### config.mk
export PLATFORM = sky130hd
export DESIGN_NAME = psum_accumulator
export DESIGN_NICKNAME = d
export VERILOG_FILES = /design/src/rtl/psum_pkg.sv /design/src/rtl/psum_fifo.sv /design/src/rtl/psum_accumulator.sv
export SDC_FILE = /design/constraint.sdc
export NUM_CORES = 1
export LEC_CHECK = 0
export ABC_AREA = 1
export CAP_MARGIN = 15
export CORE_MARGIN = 4
export CORE_UTILIZATION = 49
export CTS_BUF_LIST = sky130_fd_sc_hd__clkbuf_16
export CTS_CLUSTER_SIZE = 24
export DETAILED_ROUTE_END_ITERATION = 12
export PLACE_DENSITY = 0.76
export REMOVE_ABC_BUFFERS = 1
export SYNTH_ARGS = -nofsm -noshare
export SYNTH_HDL_FRONTEND = slang
export SYNTH_HIERARCHICAL = 1
export SYNTH_SLANG_ARGS = --single-unit
### constraint.sdc
create_clock -name CLK -period 3.95 [get_ports CLK]
set_input_delay 0.5925 -clock CLK [delete_from_list [all_inputs] [get_ports CLK]]
set_output_delay 0.5925 -clock CLK [all_outputs]
set_load 0.01 [all_outputs]
### src/rtl/psum_pkg.sv
// Shared types, default widths and the saturating narrowing helper for the
// column-bottom partial-sum accumulator.
package psum_pkg;

  localparam int unsigned DefW         = 16;
  localparam int unsigned DefLenW      = 8;
  localparam int unsigned DefCntW      = 8;
  localparam int unsigned DefFifoDepth = 4;

  // Widest accumulator the clamp helper accepts (W + LEN_W must stay below this).
  localparam int unsigned SatMaxW = 64;

  typedef enum logic [0:0] {
    StIdle,
    StAccum
  } state_e;

  typedef struct packed {
    logic                      ovf;
    logic signed [SatMaxW-1:0] val;
  } sat_t;

  // Clamp a sign-extended value into the signed range of a w-bit word.
  function automatic sat_t sat_w(input logic signed [SatMaxW-1:0] val, input int unsigned w);
    sat_t                      r;
    logic signed [SatMaxW-1:0] hi;
    logic signed [SatMaxW-1:0] lo;
    hi    = (64'sd1 <<< (w - 1)) - 64'sd1;
    lo    = -(64'sd1 <<< (w - 1));
    r.ovf = 1'b0;
    r.val = val;
    if (val > hi) begin
      r.ovf = 1'b1;
      r.val = hi;
    end else if (val < lo) begin
      r.ovf = 1'b1;
      r.val = lo;
    end
    return r;
  endfunction

endpackage

### src/rtl/psum_fifo.sv
// Small synchronous result FIFO with registered full/empty flags; the head
// word reads as zero while the FIFO is empty.
module psum_fifo #(
  parameter int unsigned W     = 16,
  parameter int unsigned Depth = 4
) (
  input  logic         CLK,
  input  logic         RST_N,
  input  logic         push,
  input  logic [W-1:0] push_data,
  input  logic         pop,
  output logic [W-1:0] pop_data,
  output logic         full,
  output logic         empty
);

  localparam int unsigned AW = (Depth > 1) ? $clog2(Depth) : 1;

  logic [W-1:0]  mem_q [Depth];
  logic [AW-1:0] wr_ptr_q;
  logic [AW-1:0] rd_ptr_q;
  logic [AW:0]   cnt_q;
  logic [AW:0]   cnt_d;
  logic          full_q;
  logic          empty_q;
  logic          push_ok;
  logic          pop_ok;

  assign push_ok = push && !full_q;
  assign pop_ok  = pop && !empty_q;

  always_comb begin
    cnt_d = cnt_q;
    if (push_ok && !pop_ok) begin
      cnt_d = cnt_q + (AW + 1)'(1);
    end else if (!push_ok && pop_ok) begin
      cnt_d = cnt_q - (AW + 1)'(1);
    end
  end

  always_ff @(posedge CLK) begin
    if (!RST_N) begin
      wr_ptr_q <= '0;
      rd_ptr_q <= '0;
      cnt_q    <= '0;
      full_q   <= 1'b0;
      empty_q  <= 1'b1;
    end else begin
      if (push_ok) begin
        wr_ptr_q <= wr_ptr_q + AW'(1);
      end
      if (pop_ok) begin
        rd_ptr_q <= rd_ptr_q + AW'(1);
      end
      cnt_q   <= cnt_d;
      full_q  <= (cnt_d == (AW + 1)'(Depth));
      empty_q <= (cnt_d == '0);
    end
  end

  // Storage needs no reset: the head is masked while empty.
  always_ff @(posedge CLK) begin
    if (push_ok) begin
      mem_q[wr_ptr_q] <= push_data;
    end
  end

  assign pop_data = empty_q ? '0 : mem_q[rd_ptr_q];
  assign full     = full_q;
  assign empty    = empty_q;

endmodule

### src/rtl/psum_accumulator.sv
// Sums cfg_len consecutive column partial sums per output neuron, saturates
// each result to W bits and queues it toward the output-neuron buffer.
module psum_accumulator
  import psum_pkg::*;
#(
  parameter int unsigned W          = DefW,
  parameter int unsigned LEN_W      = DefLenW,
  parameter int unsigned CNT_W      = DefCntW,
  parameter int unsigned FIFO_DEPTH = DefFifoDepth
) (
  input  logic             CLK,
  input  logic             RST_N,
  input  logic             start,
  input  logic [LEN_W-1:0] cfg_len,
  input  logic [CNT_W-1:0] cfg_count,
  input  logic             in_valid,
  output logic             in_ready,
  input  logic [W-1:0]     psum_in,
  output logic             out_valid,
  input  logic             out_ready,
  output logic [W-1:0]     out_data,
  output logic             busy,
  output logic             done,
  output logic             sat_flag
);

  localparam int unsigned AccW = W + LEN_W;

  state_e                  state_q, state_d;
  logic [LEN_W-1:0]        len_q, len_d;
  logic [CNT_W-1:0]        count_q, count_d;
  logic signed [AccW-1:0]  acc_q, acc_d;
  logic [LEN_W-1:0]        samp_q, samp_d;
  logic [CNT_W-1:0]        neur_q, neur_d;
  logic                    sat_q, sat_d;
  logic                    done_q, done_d;

  logic                    beat;
  logic                    push;
  logic signed [AccW-1:0]  sum;
  sat_t                    sat_res;
  logic                    fifo_full;
  logic                    fifo_empty;
  logic                    unused_sat_hi;

  assign in_ready = (state_q == StAccum) && !fifo_full;
  assign beat     = in_valid && in_ready;
  assign sum      = acc_q + {{LEN_W{psum_in[W-1]}}, psum_in};
  assign sat_res  = sat_w({{(SatMaxW - AccW){sum[AccW-1]}}, sum}, W);

  // Only the low W bits of the clamped value are meaningful.
  assign unused_sat_hi = ^sat_res.val[SatMaxW-1:W];

  always_comb begin
    state_d = state_q;
    len_d   = len_q;
    count_d = count_q;
    acc_d   = acc_q;
    samp_d  = samp_q;
    neur_d  = neur_q;
    sat_d   = sat_q;
    done_d  = 1'b0;
    push    = 1'b0;

    unique case (state_q)
      StIdle: begin
        if (start) begin
          if ((cfg_len != '0) && (cfg_count != '0)) begin
            len_d   = cfg_len;
            count_d = cfg_count;
            acc_d   = '0;
            samp_d  = '0;
            neur_d  = '0;
            sat_d   = 1'b0;
            state_d = StAccum;
          end else begin
            done_d = 1'b1;
          end
        end
      end
      StAccum: begin
        if (beat) begin
          if (samp_q == len_q - LEN_W'(1)) begin
            push   = 1'b1;
            acc_d  = '0;
            samp_d = '0;
            if (sat_res.ovf) begin
              sat_d = 1'b1;
            end
            if (neur_q == count_q - CNT_W'(1)) begin
              neur_d  = '0;
              done_d  = 1'b1;
              state_d = StIdle;
            end else begin
              neur_d = neur_q + CNT_W'(1);
            end
          end else begin
            acc_d  = sum;
            samp_d = samp_q + LEN_W'(1);
          end
        end
      end
      default: state_d = StIdle;
    endcase
  end

  always_ff @(posedge CLK) begin
    if (!RST_N) begin
      state_q <= StIdle;
      len_q   <= '0;
      count_q <= '0;
      acc_q   <= '0;
      samp_q  <= '0;
      neur_q  <= '0;
      sat_q   <= 1'b0;
      done_q  <= 1'b0;
    end else begin
      state_q <= state_d;
      len_q   <= len_d;
      count_q <= count_d;
      acc_q   <= acc_d;
      samp_q  <= samp_d;
      neur_q  <= neur_d;
      sat_q   <= sat_d;
      done_q  <= done_d;
    end
  end

  psum_fifo #(
    .W     (W),
    .Depth (FIFO_DEPTH)
  ) u_fifo (
    .CLK       (CLK),
    .RST_N     (RST_N),
    .push      (push),
    .push_data (sat_res.val[W-1:0]),
    .pop       (out_ready),
    .pop_data  (out_data),
    .full      (fifo_full),
    .empty     (fifo_empty)
  );

  assign out_valid = !fifo_empty;
  assign busy      = (state_q != StIdle);
  assign done      = done_q;
  assign sat_flag  = sat_q;

endmodule

* After elaboration in Yosys (flattened, before gate mapping)
Memories as Yosys holds them, arrays and structs flattened. A register that Yosys moved wholly into a read port is not among the register bits.
Cells that the tools add are included.
W data, S select, Z words.
** Word-level totals
- Bits in registers :: 68
- Bits in latches :: 0
- RAM bits :: 64
- Memory bits (read-only) :: 0
- Input bits :: 37
- Output and inout bits :: 21
- Word-level logic and storage cells :: 96
- Memories kept :: 1
** Cells by class
- $add $sub $neg :: 9
- $mul :: 0
- Div/mod/pow operators :: 0
- Order comparisons :: 2
- Eq/ne operators :: 8
- Shift-type cells :: 0
- Multiplexer cells :: 44
- Bitwise operators :: 1
- Reduce and logical (&&, ||, !) cells :: 18
** Memory list
- u_fifo.mem_q :: depth 4, width 16, rd ports 1, clocked after memory_dff 1, wr ports 1, RTL line psum_fifo.sv:19 : logic [W-1:0] mem_q [Depth];
** Operators with widths (number)
- $mux W65 :: 2
- $mux W24 :: 4
- $mux W8 :: 7
- $pmux W24 S2 :: 1
- $pmux W8 S2 :: 2
- $add A24 B24 Y24 :: 1
- $gt A24 B16 Y1 const B :: 1
- $lt A24 B16 Y1 const B :: 1
- $mux W1 :: 20
- $add A8 B1 Y8 const B :: 2
- $eq A8 B8 Y1 :: 2
- $mux W16 :: 1
- $reduce_bool A8 Y1 :: 2
- $sub A8 B1 Y8 const B :: 2
- $logic_and A1 B1 Y1 :: 7
- $mux W3 :: 2
- $ne A2 B1 Y1 const B :: 3
- $pmux W1 S2 :: 3
- $reduce_and A3 Y1 :: 2
- $reduce_and A5 Y1 :: 1
- $add A2 B1 Y2 const B :: 2
- $logic_not A1 Y1 :: 4
- $mux W2 :: 2
- $ne A2 B2 Y1 const B :: 2
- 6 further kinds :: 6

* Depth between registers and ports, before layout
Gate-level depths: netlist of the first run.
- Depth in word-level cells :: 11
- Depth in mapped cells :: 18
- Mapped depth without buffers :: 18

* By module
Netlist of the first run, hierarchy kept.
** Modules (own cells, without submodules)
- psum_accumulator :: instances 1, cells each 776, area an instance 4749.6 µm², seq. area each 1181.1 µm²
- psum_fifo :: instances 1, cells each 268, area an instance 3111.7 µm², seq. area each 2142.1 µm²

* Worst setup path before layout of the first run
No wires, ideal clock.
- Path type :: register -> register
- Start point :: register len_q[0]
- End point :: memory u_fifo.mem_q[0][0] (enable)
- Library setup time :: 0.389 ns
- Data arrival time :: 2.396 ns
- Data required time :: 3.561 ns
- Path slack :: 1.165 ns
- Stages on the path, launching flop included :: 12
- Path buffers :: 0
- Clock period less this slack :: 2.785 ns
- Path through :: dfxtp_1 inv_1 ha_1 or2_2 nand2_1 a21oi_1 inv_1 a21oi_1 o2111ai_1 nor3_1 nand2_4 nor2_1
** On the way
- Cells in the longest elaborated chain, start to end :: 8
** RTL lines
- start, declared :: RTL line psum_accumulator.sv:30 : logic [LEN_W-1:0] len_q, len_d;
- start signal, assigned :: RTL line psum_accumulator.sv:119 : len_q <= len_d;
- $sub A8 B1 Y8 :: RTL line psum_accumulator.sv:83 : if (samp_q == len_q - LEN_W'(1)) begin
- $eq A8 B8 Y1 :: RTL line psum_accumulator.sv:83
- $mux W1 :: RTL line psum_accumulator.sv:83
- $mux W1 :: RTL line psum_accumulator.sv:82 : if (beat) begin
- $mux W1 :: RTL line psum_accumulator.sv:65 : unique case (state_q)
- via push :: RTL line psum_accumulator.sv:39 : logic push;
- $logic_and A1 B1 Y1 :: RTL line psum_fifo.sv:29 : assign push_ok = push && !full_q;
- $mux W1 :: RTL line psum_fifo.sv:63 : if (push_ok) begin
- $mux W1 (implied by the code) :: RTL line psum_fifo.sv:64 : mem_q[wr_ptr_q] <= push_data;
- end, declared :: RTL line psum_fifo.sv:19
The timed path passes the listed nets, and every way through them passes these cells.

==> out/results.tsv, run 1 <==
metric	value	unit
status	finished clean	
synthFlopType	dfxtp_1	
synthToLayoutAreaGrowth	16.97	%
core_area	15830	um^2
fp.dieW	134.7	um
cp_max_fo	16	
vias_per_cell	5.038	
clkTransAtPathRegs	0.06	ns
synthXorXnorAreaFrac	0.05014	
endpoint_kind	register	
finalHoldViolCount	0	
maxSlewViolCount	0	
die_h	134.7	um
crit_arrival	3.54	ns
synth_edf_count	64	
antenna_found_initial	0	
cts_max_path_buffers	2	
dp_hpwl	13070	um
dieArea	18130	um^2
seq_area	3323	um^2
synth-simple-area-share	0.2935	
gr-total-overflow	0	
crit_path_start	psum_in[15]	
synth_top_family_by_area	simple AND/OR/NAND/NOR gates	
post-route-min-period	3.400	ns
synth_seq_area_share	0.4227	
grt_pass1_vias	6328	
std_cell_rows	46	
worstMarginPinSlew	1.003	ns
synth_top_area_frac	0.2445	
ir_worst_vdd	261.3	uV
htree_levels	4	
fin_area	9195	um^2
drt_iter0_markers	447	
synth-async-reset-ratio	0	
grt_max_degree	44	
routabilityCongestion	0.9017	
post-cts-setup-buffers	0	
multi_input_area	3918	um^2
rsz0062_at_grt	false	
hold_path_class	register to register	
drtAntennaViolNets	0	
fill_cells	1445	
timing.fmax	294.1	MHz
ios	58	
dr.pass1.iters	5	
wl_per_cell	13.51	um
nNetsFinal	1171	
grt_use_total	0.2057	
routed_wl	17960	um
relSlewSlack	0.3302	
synth_mux_area_frac	0	
path_class	input port to register	
drc_errors	0	
final_cell_mix	nand2_1 (252), nor2_1 (162), inv_1 (114), dfxtp_1 (70), a21oi_1 (67)	
powerDensity	504.8	nW/um^2
synth_seq_cells	134	
synth.distinct_cells	46	
hold_ws	0.4785	ns
layout-drive-gt1-share	0.06828	
finalSetupViolations	0	
start_kind	input port	
yosysTopAreaCell	edfxtp_1	
cts_buffers	17	
maxCapViolations	0	
vias	6695	
leakage	0.003979	uW
final.setup.tns	0	ns
timing.rr.start	busy$_SDFF_PN0_	
cts_root_buf	clkbuf_16	
ys_top_cells_by_area	edfxtp_1 (24%), dfxtp_1 (18%), nand2_1 (12%)	
critPathRequiredTime	4.09	ns
finClkSkew	0.006236	ns
avgSynthCellArea	7.530	um^2
period_share	0.8608	
ys_warn_count	6	
clk_latency	0.42	ns
final_common_cell	nand2_1	
cts_tree	done	
portBuffers	57	
clkSinkCount	134	
initial_utilization	0.4967	
synthCells	1044	
hold_buffers	0	
timing.final.ws_setup	0.5498	ns
grt_pass1_wl	29940	um
dp_slack	0.1783	ns
diodes	0	
synth_compound_area_frac	0.09963	
synthAdderAreaFrac	0.05507	
synth_area	7861	um^2
min-delay-start	count_q[7]$_SDFFE_PN0P_	
post_cts_resized	0	
placed_area	8606	um^2
[layer usage]
layer  GRT usage  routed length (um)  vias to the layer above  share of wire
li1            -                   -                     3509              -
met1      0.2594                8061                     3000           0.45
met2      0.3538                8718                      154           0.49
met3     0.04471                 833                       32          0.046
met4     0.06335                 343                        0          0.019
met5           0                   0                        -              0
[final timing paths]
path                                  end  slack, ns  cells after the start
max reg2reg        samp_q[5]$_SDFFE_PN0P_       1.13                     10
min               count_q[7]$_SDFFE_PN0P_       0.48                      2
min reg2reg       count_q[7]$_SDFFE_PN0P_       0.48                      2
max          u_fifo/mem_q[0][1]$_DFFE_PP_       0.55                     13
[critical path, stage by stage]
cell	delay (ns)
clkdlybuf4s50_1	0.64
ha_1	0.50
nand2_1	0.09
nand2_1	0.10
o21bai_1	0.17
nor2_1	0.24
nand3_2	0.17
a21oi_2	0.18
nand2_1	0.07
nand2_1	0.21
nand2_2	0.29
nand2_1	0.15
nand2_1	0.12
[kinds of logic (layout without fill, tap and decap cells)]
kind of cell,after synthesis,in the layout
AO/OA/AOI/OAI,146,146
XOR/XNOR,45,45
adder cells (fa/ha/maj),34,34
buffers and inverters,150,219
flip-flops,134,134
AND/OR/NAND/NOR,535,535
[metrics by stage]
stage	util	instances	total power, uW
after floorplan	-	1016	2639
after global placement	0.5437	1297	3053
after detailed placement	0.5437	1297	3081
after CTS	0.5809	1329	4663
after global routing	0.5809	1329	4926
final	0.5809	1329	4642
[state kept, by name, summed over array words and instances (netlist names), named ones only]
signal / cells
u_fifo/cnt_q: 3
done: 1
u_fifo/rd_ptr_q: 2
u_fifo/empty: 1
count_q: 8
u_fifo/full: 1
u_fifo/mem_q: 64
busy: 1
neur_q: 8
sat_flag: 1
u_fifo/wr_ptr_q: 2
acc_q: 24
samp_q: 8
len_q: 8
[cell usage after synthesis (2+ instances only)]
cell,n
nor3b_1,5
nand2_2,6
or2_1,2
nor3_1,22
nand2_4,4
o21ai_1,12
nand3_2,5
inv_2,6
or2_0,2
or2_2,4
dfxtp_1,70
nor4_1,2
o21ai_0,48
xnor2_1,17
o21bai_1,2
a31oi_1,2
nand3b_1,4
xor2_1,28
nor2_1,162
clkbuf_2,3
inv_4,2
a211oi_1,7
buf_6,2
ha_1,33
edfxtp_1,64
nor2_2,3
buf_2,8
nand2_1,252
clkbuf_1,9
o21ai_2,3
nand3_1,43
and2_1,2
inv_1,113
a21oi_1,67
a21oi_2,2
nand4_1,13
buf_4,6
[final cells by class]
| type | instances | share of cell area |
|---|---|---|
| sequential | 134 | 0.3614 |
| tap | 216 | 0.02939 |
| clock inverter | 15 | 0.01783 |
| timing repair buffer | 65 | 0.06858 |
| inverter | 122 | 0.05048 |
| clock buffer | 17 | 0.04626 |
| multi-input combinational | 760 | 0.4260 |
[power by group]
group	leakage (uW)	internal, uW	switching (uW)	total, uW
clock network	0.000283	982	592	1570
registers	0.00114	1610	113	1730
logic	0.00255	510	831	1340
Power figures use the tool's default switching activity.
==> run 2: changes to the inputs <==
clock period = 4.1 ns   (was 3.95 ns; I/O delays follow)
==> run 2 against run 1 <==
Net effect:
- clock skew increased by 0.0020 ns
- sequential power decreased by 4%
- register-to-register slack about the same
- sequential share of layout area hardly changed
- highest routed layer unchanged
- design area hardly changed
- critical path type unchanged
- combinational power decreased by 4%
==> out/results.tsv, run 2 (synthesis results as in run 1) <==
metric	value	unit
nNetsFinal	1171	
finalPower	4493	uW
cts_buffers	17	
cp_max_fo	16	
crit_arrival	3.59	ns
reg_top3	u_fifo/mem_q (64), acc_q (24)	
rsz0062_at_grt	false	
portBuffers	57	
grt_pass1_vias	6504	
fp.dieW	134.7	um
timing.fmax	290.5	MHz
maxSlewViolCount	0	
endpoint_kind	register	
grt_max_degree	44	
diodes	0	
seq_power_share	0.370	
seq_area	3323	um^2
power_switching	1536	uW
crit_path_start	psum_in[15]	
clk_latency	0.43	ns
drt_iter0_markers	399	
std_cell_rows	46	
finClkSkew	0.008214	ns
post-route-min-period	3.442	ns
min-delay-start	sat_flag$_SDFFE_PN0P_	
gr-total-overflow	0	
grt_pass1_wl	30230	um
relSlewSlack	0.3471	
routed_wl	18220	um
timing.rr.start	busy$_SDFF_PN0_	
critPathRequiredTime	4.24	ns
power.share.combinational	0.288	
grt_use_total	0.2075	
leakage	0.003984	uW
worstMarginPinSlew	0.9781	ns
maxCapViolations	0	
fill_cells	1426	
layout-drive-gt1-share	0.07188	
finish.utilization	0.5811	
final_common_cell	nand2_1	
initial_utilization	0.4967	
htree_levels	4	
status	finished clean	
dieArea	18130	um^2
switching_share	0.3418	
dp_hpwl	13030	um
path_class	input port to register	
largest_reg_flops	64	
wl_per_cell	13.71	um
routabilityCongestion	0.9316	
die_h	134.7	um
synthToLayoutAreaGrowth	17.00	%
cts_root_buf	clkbuf_16	
clkTransAtPathRegs	0.06	ns
p_int	2957	uW
post-cts-setup-buffers	0	
hold_path_class	register to register	
clkSinkCount	134	
crit_slowest_cell	clkdlybuf4s50_1	
dr.pass1.iters	6	
cts_max_path_buffers	2	
power_frac_clock	0.342	
finalHoldViolCount	0	
ir_worst_vdd	310.8	uV
cpPeakStageDelay	0.65	ns
cpMostUsedCell	nand2_1	
period_share	0.8395	
post_cts_resized	0	
vias	6762	
powerDensity	488.5	nW/um^2
drtAntennaViolNets	0	
final_cell_mix	nand2_1 (252), nor2_1 (162), inv_1 (113), dfxtp_1 (70), a21oi_1 (67)	
cts_tree	done	
start_kind	input port	
largest_register	u_fifo/mem_q	
final.setup.tns	0	ns
finalSetupViolations	0	
drc_errors	0	
path_cells	clkdlybuf4s50_1, ha_1, nand2_1, nand2_1, o21bai_1, nor2_1, nand3_2, a21oi_2, nand2_1, nand2_1, nand2_2, nand2_1, nand2_1	
multi_input_area	3918	um^2
vias_per_cell	5.088	
ios	58	
antenna_found_initial	0	
core_area	15830	um^2
hold_buffers	0	
-- run 2: worst max-delay path, delay by kind of cell --
family,cells,cell delay [ns]
AOI/OAI and AO/OA,2,0.36
adders and majority gates,1,0.50
buffers and inverters,1,0.65
and+or+nand+nor,9,1.46
-- run 2: through the flow --
step	instances	setup WS, ns	instance area [um^2]	hold slack (ns)
2_1_floorplan	1016	1.315	7705	0.4435
3_3_place_gp	1297	0.3605	8606	0.4586
3_5_place_dp	1297	0.2984	8606	0.4725
4_1_cts	1329	0.6996	9198	0.4829
5_1_grt	1329	0.4645	9198	0.5056
6_report	1329	0.6581	9198	0.4766
-- run 2: layer usage --
metal | up-vias | global-route usage | wire length (um)
met5 | - | 0 | 0
met4 | 0 | 0.08314 | 516
met3 | 45 | 0.04508 | 775
met2 | 149 | 0.3466 | 8691
met1 | 3055 | 0.2625 | 8234
li1 | 3513 | - | -
-- run 2: power groups by stage --
stage	Combinational, uW	Sequential [uW]	Clock (uW)
2_1_floorplan	876	1670	0
3_3_place_gp	1250	1690	0
3_5_place_dp	1280	1690	0
4_1_cts	1300	1660	1550
5_1_grt	1470	1680	1620
6_report	1290	1660	1540
-- run 2: path summary, 6_finish.rpt --
kind,to,slack (ns),depth (start not counted)
worst max-delay path,u_fifo/mem_q[1][4]$_DFFE_PP_,0.66,13
worst min-delay path,sat_flag$_SDFFE_PN0P_,0.48,2
worst max register to register,samp_q[5]$_SDFFE_PN0P_,1.13,9
worst min register to register,sat_flag$_SDFFE_PN0P_,0.48,2
-- run 2: area by class of cell --
cell class                 instances  area share
sequential                       134      0.3613
clock buffer                      17     0.04625
multi-input combinational        760      0.4259
clock inverter                    15     0.01809
inverter                         122     0.05047
tap                              216     0.02938
timing repair buffer              65     0.06856
